===== src/rtl/aes_uart_sender.sv =====
// aes_uart_sender
// Serialises a 128-bit ciphertext block into a byte stream for a UART
// transmitter. An optional header byte goes first, then the block MSB first.
//
// Ports
//   clk        system clock, all state changes on its rising edge
//   rstn       asynchronous active-low reset
//   baud_tick  one-clk bit-rate strobe, shared with the UART transmitter
//   blk_valid  upstream has a block to hand over
//   blk_data   the 128-bit block, sampled only on the handshake edge
//   blk_ready  sender can take a block (IDLE only)
//   tx_send    byte request to the transmitter (high throughout SEND)
//   tx_data    byte presented to the transmitter
//   tx_busy    transmitter busy flag
//   active     a frame is in progress
//   done       one-clk pulse after the last byte has been handed over
//   state_dbg  current FSM state (IDLE=0, SEND=1, WAIT=2)
//
// Handshake: a block transfers on the rising clk edge where blk_valid and
// blk_ready are both 1. blk_ready is registered, does not depend on
// blk_valid, and stays low from the edge after the handshake until the cycle
// after done, so blk_valid held high during a frame is simply not seen.
module aes_uart_sender #(
  parameter int unsigned HDR_EN   = 1,
  parameter logic [7:0]  HDR_BYTE = 8'hA5
) (
  input  logic         clk,
  input  logic         rstn,
  input  logic         baud_tick,
  input  logic         blk_valid,
  input  logic [127:0] blk_data,
  output logic         blk_ready,
  output logic         tx_send,
  output logic [7:0]   tx_data,
  input  logic         tx_busy,
  output logic         active,
  output logic         done,
  output logic [1:0]   state_dbg
);

  typedef enum logic [1:0] {
    IDLE = 2'd0,
    SEND = 2'd1,
    WAIT = 2'd2
  } state_t;

  // Index of the last byte in a frame: 17 bytes with header, 16 without.
  localparam logic [4:0] LAST_IDX = (HDR_EN != 0) ? 5'd16 : 5'd15;

  state_t         state;
  logic [4:0]     idx;
  logic [127:0]   hold;

  // Byte n of the frame built from block blk. With a header, frame byte 0 is
  // the header and frame byte n is data byte n-1; data byte k is the k-th
  // byte counted from the most significant end.
  function automatic logic [7:0] frame_byte(input logic [127:0] blk,
                                            input logic [4:0]   n);
    logic [4:0] k;
    if (HDR_EN != 0) begin
      if (n == 5'd0) return HDR_BYTE;
      k = n - 5'd1;
    end else begin
      k = n;
    end
    return 8'(blk >> (8'd120 - {k, 3'b000}));
  endfunction

  always_ff @(posedge clk or negedge rstn) begin
    if (!rstn) begin
      state     <= IDLE;
      blk_ready <= 1'b0;
      tx_send   <= 1'b0;
      tx_data   <= 8'h00;
      active    <= 1'b0;
      done      <= 1'b0;
      idx       <= 5'd0;
      hold      <= 128'd0;
    end else begin
      done <= 1'b0;
      case (state)
        IDLE: begin
          // blk_ready rises one cycle after entering IDLE (after reset or
          // after the done pulse); the handshake is only possible once it
          // is already high.
          if (!blk_ready) begin
            blk_ready <= 1'b1;
          end else if (blk_valid) begin
            hold      <= blk_data;
            idx       <= 5'd0;
            tx_data   <= frame_byte(blk_data, 5'd0);
            blk_ready <= 1'b0;
            tx_send   <= 1'b1;
            active    <= 1'b1;
            state     <= SEND;
          end
        end
        SEND: begin
          // tx_send is held through a baud_tick so the transmitter, which
          // only looks at tx_send on a tick, is guaranteed to see it.
          if (baud_tick) begin
            tx_send <= 1'b0;
            state   <= WAIT;
          end
        end
        WAIT: begin
          if (!tx_busy) begin
            if (idx == LAST_IDX) begin
              active <= 1'b0;
              done   <= 1'b1;
              state  <= IDLE;
            end else begin
              idx     <= idx + 5'd1;
              tx_data <= frame_byte(hold, idx + 5'd1);
              tx_send <= 1'b1;
              state   <= SEND;
            end
          end
        end
        default: begin
          tx_send <= 1'b0;
          active  <= 1'b0;
          state   <= IDLE;
        end
      endcase
    end
  end

  assign state_dbg = state;

endmodule


===== config.mk =====
export PLATFORM = sky130hd
export DESIGN_NAME = aes_uart_sender
export DESIGN_NICKNAME = d
export VERILOG_FILES = /design/src/rtl/aes_uart_sender.sv
export SDC_FILE = /design/constraint.sdc
export NUM_CORES = 1
export LEC_CHECK = 0
export ABC_CLOCK_PERIOD_IN_PS = 2800
export CORE_MARGIN = 2
export CORE_UTILIZATION = 51
export DETAILED_ROUTE_END_ITERATION = 8
export PLACE_DENSITY = 0.81
export SKIP_LAST_GASP = 1
export SLEW_MARGIN = 10
export SYNTH_ARGS = -nofsm -noshare
export SYNTH_HDL_FRONTEND = slang
export SYNTH_SLANG_ARGS = --single-unit

===== constraint.sdc =====
create_clock -name clk -period 2.8 [get_ports clk]
set_input_delay 0.56 -clock clk [delete_from_list [all_inputs] [get_ports clk]]
set_output_delay 0.56 -clock clk [all_outputs]
set_load 0.01 [all_outputs]

==> qor.txt <==
Tcrit/Tclk final: 0.9498
Initial core utilization: 0.5170
Synth Warn #: 0
Post-DRT Antenna Nets: 0
Sequential element share of the synthesized area: 0.5416
Worst Hold Class: in2async
Hpwl dp: 11530 um
Number of flops mapped to enable cells by yosys: 0
Type of the worst setup path: reg2reg
Via count: 4405
Die ar.: 0.01426 sq mm
Top post-synthesis cells by area: dfrtp_1 (54%), mux2_1 (17%), mux4_2 (11%), mux2_2 (4.5%), mux2i_1 (2.8%)
Final setup margin: 0.1406 ns
Worst rel slew slack: 0.5620
CP max FO: 10
Distinct cell type count after synthesis: 39
Row cnt: 42
Endpoints failing setup: 0
Share of layout cells above drive strength 1: 0.1851
Leakage: 3.814 nW
H-tree lvl count: 4
Skew-Pair Late Insertion Delay: 0.42 ns
Worst Skew: 0.007985 ns
Hold slack: 0.1263 ns
Max rail drop VDD: 0.5002 mV
Post-synth ARST share: 1.000
Worst slew pin tran: 0.6569 ns
RSZ-0062 raised after global routing: no
Routability congestion estimate: 0.8364
Initial antenna violation count: 0
Outcome: finished, final reports clean
DRT iter0 DRCs: 305
# nets final: 741
Total Wirelength: 15910 um
Synth-to-layout area growth: 34.21%
Fmax achieved: 376.0 MHz
Clk slew on worst S/H paths: 0.06 ns
Mux cell area share after synthesis: 0.3535
Syn Std Cell Area: 0.006792 sq mm
Adder-cell share of the synthesized area: 0.005527
Post-CTS Setup Bufs: 0
Seq cells post-synth: 147
CTS sink count: 147
CP cell instances: inv_1 > ha_2 > buf_4 > nand2_1 > o21ai_0 > a221o_1 > nor2_4 > mux2_1 > a21oi_1
Final hold violations: 0
Post-synthesis simple-gate area fraction: 0.03316
Share of the synthesized area in the top cell type: 0.5416
Die X: 119.4 um
CTS buffer count: 17
Max Cap Viol: 0
GRT Total Usage: 0.2398
Final Slew Violations: 0
Tmin final: 2.659 ns
Dominant cell type by area after synthesis: dfrtp_1
Clock Tree Root: clkbuf_16
CP arrival: 2.99 ns
DRC errors left: 0
XOR/XNOR Fraction of Synth Area: 0.01197
Post-Syn Nets: 586
Post-Syn Area per Cell: 15.09 sq um
DR pass1 iterations: 4
Main synth FF type: dfrtp_1
Total core area: 0.01314 sq mm
Post-route insts no fill: 792
PortBufs: 146
Number of vias per cell: 5.562
# diodes: 0
Placed cells: 762
Worst EP required: 3.13 ns
Vias in the first global route: 4707
Delay of the slowest cell on the worst path: 0.46 ns
Die Span Y: 119.4 um
Pre-CTS setup slack: 0.1503 ns
Number of I/O pins: 147
Cell count after synthesis: 450
Setup crit start kind: flip-flop
Setup tns final: 0 ns
CP endpoint kind: flip-flop
PD cells: 1097 mW/mm^2
Largest family of logic cells by synthesized area: multiplexers
Post-synthesis compound-gate area fraction: 0.03040
CTS max path bufs: 2
CTS tree: yes
Filler cells: 930
Slowest cell on crit path: dfrtp_2
Routed length per instance: 20.09 um
Global-route wire length before repair: 25560 um
Remaining Overflow, GRT: 0
Largest net degree at the start of global routing: 69
-- cell type report --
class	count	area, sq um	area share
clock inverters	8	103.9	0.01139
multi-input cells	271	2964	0.3252
repair buffers	163	1653	0.1813
clock buffers	22	474.2	0.05202
well taps	176	220.2	0.02416
inverters	5	18.77	0.002059
flip-flops and latches	147	3681	0.4038
-- cell usage after synthesis, drive strengths merged (2+ instances only) --
cell type	number
nor2b	2
clkbuf	5
mux2	132
a21oi	5
nand3	3
xnor2	2
nor2	15
nor3	4
mux2i	19
dfrtp	147
inv	5
ha	3
a22o	4
nand2b	2
or3	2
mux4	32
o31ai	3
xor2	3
o21ai	14
and3b	2
buf	22
nand2	16
-- worst paths after layout --
path	start	endpoint	slack (ns)	depth (start not counted)
worst max-delay path	idx[1]	tx_data[2]	0.14	9
worst min-delay path	rstn	tx_send	0.13	1
worst max register to register	idx[1]	tx_data[2]	0.14	9
worst min register to register	hold[54]	hold[54]	0.48	1
max in group asynchronous	rstn	hold[0]	1.89	2
min in group clk	hold[54]	hold[54]	0.48	1
-- power breakdown --
| part | switching, W | internal (W) |
|---|---|---|
| Clock | 0.000849 | 0.00137 |
| Combinational | 0.00167 | 0.00233 |
| Sequential | 0.000603 | 0.00317 |
-- per-layer routing --
layer,vias to the layer above,share of wire,GRT usage
met5,-,0,0
met4,0,0.017,0.07794
met3,19,0.051,0.06034
met2,125,0.52,0.3904
met1,2292,0.41,0.3189
li1,1969,-,-
-- logic make-up after synthesis --
family / after synthesis
muxes: 183
DFF: 147
adders and majority gates: 3
and+or+nand+nor: 47
xor gates and xnor gates: 5
buffers and inverters: 32
AOI/OAI and AO/OA: 33
-- metrics by stage --
stage | util | area (sq um) | total power, W
3_5_place_dp | 0.6493 | 8531 | 0.007774
5_1_grt | 0.6938 | 9115 | 0.01056
6_report | 0.6938 | 9115 | 0.009997
3_3_place_gp | 0.6493 | 8531 | 0.007575
2_1_floorplan | - | 6792 | 0.006442
4_1_cts | 0.6933 | 9109 | 0.01006
-- sequential cells by signal, indices dropped and copies added, names as in the netlist --
name	count
active	1
blk_ready	1
done	1
hold	128
idx	5
state_dbg	2
tx_data	8
tx_send	1
-- worst max-delay path: cells and delay by family, from the launching register on --
| kind | cells | cell delay, ns |
|---|---|---|
| mux | 1 | 0.37 |
| fa+ha+maj | 1 | 0.35 |
| buf+inv | 2 | 0.31 |
| simple gates | 2 | 0.30 |
| flops | 1 | 0.46 |
| compound gates | 3 | 0.78 |
-- timing repair --
action | CTS | global route
setup endpoints to repair | 0 | 2
hold buffers | 0 | 0
gates resized for setup | 0 | 2
-- placed cells by master, fill, tap and decap left out, drive strengths merged, types with 3 or more instances in the layout --
master and count:
nor2 15, o31ai 3, nor3 4, buf 18, inv 5, mux4 32, ha 3, nand2 16
mux2 132, clkbuf 22, o21ai 14, clkinv 5, xor2 3, clkdlybuf4s50 145, mux2i 19, nand3 3
a21oi 5, dfrtp 147, a22o 4
Power figures use the tool's default switching activity.
